File: src/rtl/pixel_binner_2x2.sv
// 2x2 averaging binner for the MT9V034 pixel stream; index-based pairing, no stall.
// Define BINNING_ROUND_EN for round-half-up division, otherwise the divide truncates.
module pixel_binner_2x2 #(
   parameter int H = 752,
   parameter int V = 480
) (
   input  logic                    PIXCLK,
   input  logic                    RST,
   input  logic                    PIXEL_VALID,
   input  logic [9:0]              DATA_IN,
   input  logic [$clog2(V)-1:0]    LINE_IDX,
   input  logic [$clog2(H)-1:0]    COL_IDX,
   output logic                    OUT_VALID,
   output logic [9:0]              OUT_DATA,
   output logic [$clog2(V/2)-1:0]  OUT_LINE,
   output logic [$clog2(H/2)-1:0]  OUT_COL,
   output logic                    OUT_FRAME_START
);

   localparam int LW  = $clog2(V);
   localparam int CW  = $clog2(H);
   localparam int OLW = $clog2(V/2);
   localparam int OCW = $clog2(H/2);
   localparam int D   = H / 2;
   localparam int PW  = CW - 1;
   localparam int LPW = LW - 1;

   logic [9:0]     hold_q, hold_d;
   logic           pend_q, pend_d;
   logic [PW-1:0]  pidx_q, pidx_d;
   logic           primed_q, primed_d;
   logic [LPW-1:0] pline_q, pline_d;
   logic [10:0]    rd_q;
   logic [10:0]    mem [D];

   logic [PW-1:0]  col_pair;
   logic [LPW-1:0] line_pair;
   logic [OCW-1:0] addr;
   logic           frame_start, pend_eff, primed_eff;
   logic           in_range, pair_done, wr_en, rd_en, emit;
   logic [10:0]    psum;
   logic [11:0]    sum, sum_adj;

   assign col_pair    = COL_IDX[CW-1:1];
   assign line_pair   = LINE_IDX[LW-1:1];
   assign addr        = OCW'(col_pair);
   assign frame_start = PIXEL_VALID && (LINE_IDX == '0) && (COL_IDX == '0);
   assign pend_eff    = pend_q && !frame_start;
   assign primed_eff  = primed_q && !frame_start;
   assign in_range    = col_pair < PW'(D);

   assign pair_done = PIXEL_VALID && COL_IDX[0] && pend_eff &&
                      (col_pair == pidx_q);
   assign psum      = {1'b0, hold_q} + {1'b0, DATA_IN};
   assign wr_en     = pair_done && !LINE_IDX[0] && in_range;
   assign rd_en     = PIXEL_VALID && !COL_IDX[0] && LINE_IDX[0] && in_range;
   // primed_line mismatch covers skipped even lines and cross-frame reuse
   assign emit      = pair_done && LINE_IDX[0] && primed_eff &&
                      (pline_q == line_pair);
   assign sum       = {1'b0, rd_q} + {1'b0, psum};

`ifdef BINNING_ROUND_EN
   assign sum_adj = sum + 12'd2;
`else
   assign sum_adj = sum;
`endif

   always_comb begin
      hold_d   = hold_q;
      pend_d   = pend_eff;
      pidx_d   = pidx_q;
      primed_d = primed_eff;
      pline_d  = pline_q;
      if (PIXEL_VALID && !COL_IDX[0]) begin
         hold_d = DATA_IN;
         pend_d = 1'b1;
         pidx_d = col_pair;
      end
      if (pair_done) pend_d = 1'b0;
      if (wr_en) begin
         primed_d = 1'b1;
         pline_d  = line_pair;
      end
   end

   always_ff @(posedge PIXCLK) begin
      if (wr_en) mem[addr] <= psum;
      if (rd_en) rd_q <= mem[addr];
   end

   always_ff @(posedge PIXCLK) begin
      if (RST) begin
         hold_q          <= '0;
         pend_q          <= 1'b0;
         pidx_q          <= '0;
         primed_q        <= 1'b0;
         pline_q         <= '0;
         OUT_VALID       <= 1'b0;
         OUT_FRAME_START <= 1'b0;
         OUT_DATA        <= '0;
         OUT_LINE        <= '0;
         OUT_COL         <= '0;
      end else begin
         hold_q          <= hold_d;
         pend_q          <= pend_d;
         pidx_q          <= pidx_d;
         primed_q        <= primed_d;
         pline_q         <= pline_d;
         OUT_VALID       <= emit;
         OUT_FRAME_START <= emit && (line_pair == '0) && (col_pair == '0);
         if (emit) begin
            OUT_DATA <= sum_adj[11:2];
            OUT_LINE <= OLW'(line_pair);
            OUT_COL  <= addr;
         end
      end
   end

endmodule

File: config.mk
export PLATFORM = sky130hd
export DESIGN_NAME = pixel_binner_2x2
export DESIGN_NICKNAME = d
export VERILOG_FILES = /design/src/rtl/pixel_binner_2x2.sv
export SDC_FILE = /design/constraint.sdc
export NUM_CORES = 2
export LEC_CHECK = 0
export BUFFER_PORTS_ARGS = -buffer_cell sky130_fd_sc_hd__buf_2
export CAP_MARGIN = 10
export CORE_MARGIN = 2
export CORE_UTILIZATION = 57
export DETAILED_ROUTE_END_ITERATION = 16
export PLACE_DENSITY_LB_ADDON = 0.15
export SLEW_MARGIN = 5
export SYNTH_ARGS = -nofsm -noshare
export SYNTH_HDL_FRONTEND = slang
export SYNTH_MEMORY_MAX_BITS = 65536
export SYNTH_SLANG_ARGS = --single-unit
File: constraint.sdc
create_clock -name PIXCLK -period 24.2 [get_ports PIXCLK]
set_input_delay 4.84 -clock PIXCLK [delete_from_list [all_inputs] [get_ports PIXCLK]]
set_output_delay 4.84 -clock PIXCLK [all_outputs]
set_load 0.01 [all_outputs]
### Word level (Yosys, flattened, before mapping)

Memories as Yosys holds them, arrays and structs flattened. A register that Yosys moved wholly into a read port is not among the register bits.
Index checks and enable logic that the tools add are counted.

| word-level totals | value |
|---|---|
| register bits after elaboration | 58 |
| memory bits (writable) | 4136 |
| input port bits | 32 |
| output and inout port bits | 29 |
| word-level logic and storage cells | 45 |
| memories | 1 |

| cells by class | value |
|---|---|
| add/subtract/negate cells | 2 |
| order comparisons | 1 |
| equality and inequality tests | 2 |
| mux-type cells | 4 |
| reduce and logical (&&, ||, !) cells | 25 |

Memories:

| name | depth | width | rd ports | clocked after memory_dff | write ports | RTL line | text |
|---|---|---|---|---|---|---|---|
| mem | 376 | 11 | 1 | 1 | 1 | 34 | `logic [10:0] mem [D];` |

Operators by type and width:

| cell | count |
|---|---|
| logical NOT 9 bit | 2 |
| logical AND 1 bit | 17 |
| adder 11 x 11 -> 12 bit | 1 |
| adder 10 x 10 -> 11 bit | 1 |
| logical NOT 10 bit | 1 |
| equality test 9 bit | 1 |
| less-than comparator 9 bit, second input constant | 1 |
| equality test 8 bit | 1 |
| logical NOT 8 bit | 1 |
| 2-to-1 mux 1 bit | 4 |
| logical NOT 1 bit | 3 |
| OR reduction 2 bit | 1 |

### Longest topological paths before layout

| depth | value |
|---|---|
| depth in word-level cells | 12 |
| mapped depth | 15 |
| gate-level depth less buffers | 15 |

### Least setup slack after synthesis

OpenSTA, ideal clock, no wires.

| timing path | value |
|---|---|
| kind | input to register |
| start point | in DATA_IN[0] |
| end point | mem mem[0][10], data pin |
| setup time | 3127 ps |
| data arrival time | 20431 ps |
| required time | 21073 ps |
| setup slack | 642 ps |
| stages on the path | 9 |
| buffers on the path | 0 |
| cell sequence | ha_1 -> fa_1 -> a21o_1 -> a21oi_1 -> o21bai_1 -> a21oi_1 -> o21bai_1 -> a21oi_1 -> o21ai_0 |

| between the ends | value |
|---|---|
| word-level cells in the longest chain between the ends | 1 |

Ends and longest elaborated chain:

| what | RTL line | text |
|---|---|---|
| start: declaration | 10 | `input logic [9:0] DATA_IN,` |
| adder 10 x 10 -> 11 bit | 54 | `assign psum = {1'b0, hold_q} + {1'b0, DATA_IN};` |
| net psum[10] | 41 | `logic [10:0] psum;` |
| end: declaration | 34 |  |

The timed path passes the listed nets, and every way through them passes these cells.

### Final worst setup path

| timing path | value |
|---|---|
| start point | in COL_IDX[1] |
| end point | reg rd_q[5], read port of mem, data pin |

| between the ends | value |
|---|---|
| word-level cells in the longest chain between the ends | 2 |

Ends and longest elaborated chain:

| what | RTL line | text |
|---|---|---|
| start: declaration | 12 | `input logic [$clog2(H)-1:0] COL_IDX,` |
| less-than comparator 9 bit | 50 | `assign in_range = col_pair < PW'(D);` |
| logical AND 1 bit | 56 | `assign rd_en = PIXEL_VALID && !COL_IDX[0] && LINE_IDX[0] && in_range;` |
| end: declaration | 33 | `logic [10:0] rd_q;` |

Parallel ways exist; a longest one is shown, timed or not.
A chain may end at the register's enable or synchronous reset.

==> impl_metrics.csv <==
group,metric,value,unit
sta,slew_headroom,12.59,%
grt,grt_max_degree,217,
floorplanning,initial_core_util,57.35,%
sta,timing.hold.ws,0.4523,ns
floorplanning,die_area,0.2886,mm^2
detailed_routing,met1Wirelength,158.1,mm
clock_network,ctsHoldBuffers,0,
synth,ys.flop_type,"edfxtp_1",
critical_path,critPathLaunchType,"input pin",
synth,async_flop_share,0,%
cells_and_area,fin_util,64.36,%
power_and_ir_drop,vdd_drop_max,0.09488,mV
grt,grt_pass1_vias,76630,
synth,synth_area,0.1620,mm^2
synth,synth_edf_count,4147,
sta,slew_violations,0,
cells_and_area,area_growth,12.21,%
flow_run,maxCapViolCount,0,
cells_and_area,drive_gt1_share,28.52,%
sta,hold_viol_final,0,
detailed_routing,routed-wl-met3,41.68,mm
hold_path,hp-class,"reg2reg",
critical_path,required,24.89,ns
clock_network,cts_buffers,415,
clock_network,clk_pin_slew_worst_paths,0.06,ns
sta,finalSetupViolCount,0,
critical_path,worstSetupPathType,"in2reg",
grt,grt_overflow_total,0,
critical_path,cp-end-kind,"flip-flop",
sta,fin_crit,10.56,ns
floorplanning,die_h,537.2,um
synth,yosys_warnings,0,
detailed_routing,antenna_left,0,
sta,worst_slew_pin_slew,1.311,ns
place,gp_congestion,0.8261,
place,portBuffers,60,
clock_network,cts-root-buf,"clkbuf_16",
clock_network,cts_tree,"yes",
synth,synth_nets,7159,
sta,rsz0062_at_grt,"no",
detailed_routing,drc,0,
detailed_routing,drt_iter0_markers,10810,
grt,antenna_found_initial,18,
detailed_routing,wl_met2,191.1,mm
synth,synth-seq-area-share,77.56,%
detailed_routing,top_layer_used,"met5",
detailed_routing,via_per_inst,6.671,
run_status,status,"finished clean",
cells_and_area,nNetsFinal,7572,
floorplanning,core,0.2825,mm^2
floorplanning,io_pins,61,
synth,syn_inst,7105,
power_and_ir_drop,power,15.45,mW
synth,ys_ff_latch,4205,
grt,grt.total_usage,28.18,%
detailed_routing,wl,402.9,mm
place,hpwlAfterDp,232.0,mm
sta,skew,0.03895,ns
critical_path,crit_fanout,88,
cells_and_area,multiInputGateArea,0.03475,mm^2
floorplanning,fp.dieW,537.2,um
synth,synth_cell_types,61,
floorplanning,rows,195,
synth,synth.avg_cell_area,22.81,um^2
detailed_routing,drt-wirelength-per-cell,34.70,um
power_and_ir_drop,p_per_area,84.96,mW/mm^2
grt,grt_pass1_wl,573.5,mm
detailed_routing,dr.pass1.iters,5,
clock_network,htreeDepth,5,
detailed_routing,vias,77460,
sta,setup_tns,0,ns
clock_network,clock_latency,0.95,ns
sta,max_freq,94.71,MHz
clock_network,post-cts-setup-buffer-count,0,
sta,fin_crit_sh,43.63,%
power_and_ir_drop,power_leakage,57.37,nW
critical_path,worstPathArrival,11.25,ns
cells_and_area,seq_area,0.1257,mm^2
clock_network,clock_path_buffers,4,
clock_network,ctsResizeCount,0,
cells_and_area,n_fill_cell,18410,
clock_network,clock_sinks,4205,
## synthesized netlist by cell type, types with 5 or more instances
master	n	area (um^2)
and2_1	5	31.28
edfxtp_1	4147	124500
buf_1	27	101.4
clkbuf_1	221	829.6
or4_1	5	37.54
buf_6	10	112.6
a31oi_1	9	56.30
a311o_1	5	50.05
buf_4	42	315.3
inv_1	10	37.54
ha_1	21	262.8
nand4_1	16	100.1
nand2_1	177	664.4
xor2_1	6	52.55
nor3_1	16	80.08
o21ai_0	20	100.1
a21oi_1	86	430.4
nand3_1	64	320.3
nor2b_1	20	125.1
nor4_1	9	56.30
a22oi_1	107	803.3
xnor2_1	26	227.7
a211oi_1	5	37.54
o211ai_1	5	37.54
mux2i_1	185	1852
nor2_1	410	1539
a32oi_1	10	87.58
dfxtp_1	58	1161
mux4_2	1191	26820
o22ai_1	21	131.4
buf_2	115	575.6
## metrics by stage
stage               cell area (um^2)  std cells  worst slack (ns)
finish                        181800      11610             13.64
CTS                           181600      11580             13.52
global route                  181800      11610             13.14
global placement              168100      10820             12.22
detailed placement            168100      10820             12.49
floorplan                     162000       7105            0.6423
## registers in the layout, indices dropped and copies added (netlist names)
register / cells
mem: 4136
OUT_DATA: 10
OUT_VALID: 1
rd_q: 11
OUT_LINE: 8
pidx_q: 9
primed_q: 1
pline_q: 8
hold_q: 10
pend_q: 1
OUT_FRAME_START: 1
OUT_COL: 9
## cells by family (layout without fill, tap and decap cells)
logic type / Yosys count / count (layout) / share of synthesized area, %
AND/OR/NAND/NOR: 745 / 745 / 1.936
other: 0 / 8 / 0
adder cells (fa/ha/maj): 22 / 22 / 0.1745
XOR/XNOR: 32 / 32 / 0.1730
flip-flops: 4205 / 4205 / 77.56
AO/OA/AOI/OAI: 299 / 299 / 1.233
buffers and inverters: 425 / 1180 / 1.217
multiplexers: 1377 / 1377 / 17.70
## cell type report
| type | count | share of cell area (%) |
|---|---|---|
| diodes | 8 | 0.01101 |
| clock buffers | 513 | 6.042 |
| clock inverters | 246 | 1.345 |
| inverters | 10 | 0.02064 |
| multi-input cells | 2475 | 19.11 |
| flip-flops and latches | 4205 | 69.12 |
| well taps | 3743 | 2.576 |
| repair buffers | 411 | 1.771 |
## routing by layer
metal	vias to the layer above	GRT usage [%]
met5	-	0
met4	4	7.880
met3	647	6.229
met2	4144	43.23
met1	41720	41.63
li1	30950	-
## final timing paths
check,cells after the start,endpoint,slack (ns),startpoint
hold / removal,2,OUT_LINE[2],0.45,OUT_LINE[2]
setup / recovery,12,rd_q[5],13.64,COL_IDX[1]
hold reg to reg,2,OUT_LINE[2],0.45,OUT_LINE[2]
setup reg to reg,12,mem[18][8],18.63,hold_q[0]
## critical path, stage by stage
cell and delay, ns:
buf_12 0.28, buf_4 0.59, buf_4 0.70, buf_12 0.52
buf_4 0.62, buf_12 0.60, mux4_2 0.60, mux4_2 0.50
a22o_1 0.29, a311oi_1 0.39, nand4_1 0.47, a311o_1 0.48
## power breakdown
part	internal [mW]	switching, mW
clock	3.66	2.70
combinational	0.260	0.621
sequential	8.21	0.00235
total	12.1	3.32
## layout by cell type, fill, tap and decap left out, types with 15 or more instances in the layout
master	n
bufinv_16	41
nor2b_1	15
o22ai_1	21
o21ai_0	19
nand2_4	16
xnor2_1	20
nand2_1	161
clkbuf_16	424
a21oi_1	86
edfxtp_1	4147
buf_2	57
nor2_2	23
buf_4	321
clkinv_2	68
clkinv_1	104
dfxtp_1	58
nor2_1	385
ha_1	20
buf_12	16
a22oi_1	107
nand4_1	16
mux2i_1	185
mux4_2	1191
clkbuf_1	84
nand3_1	63
(Power assumes the default switching activity.)
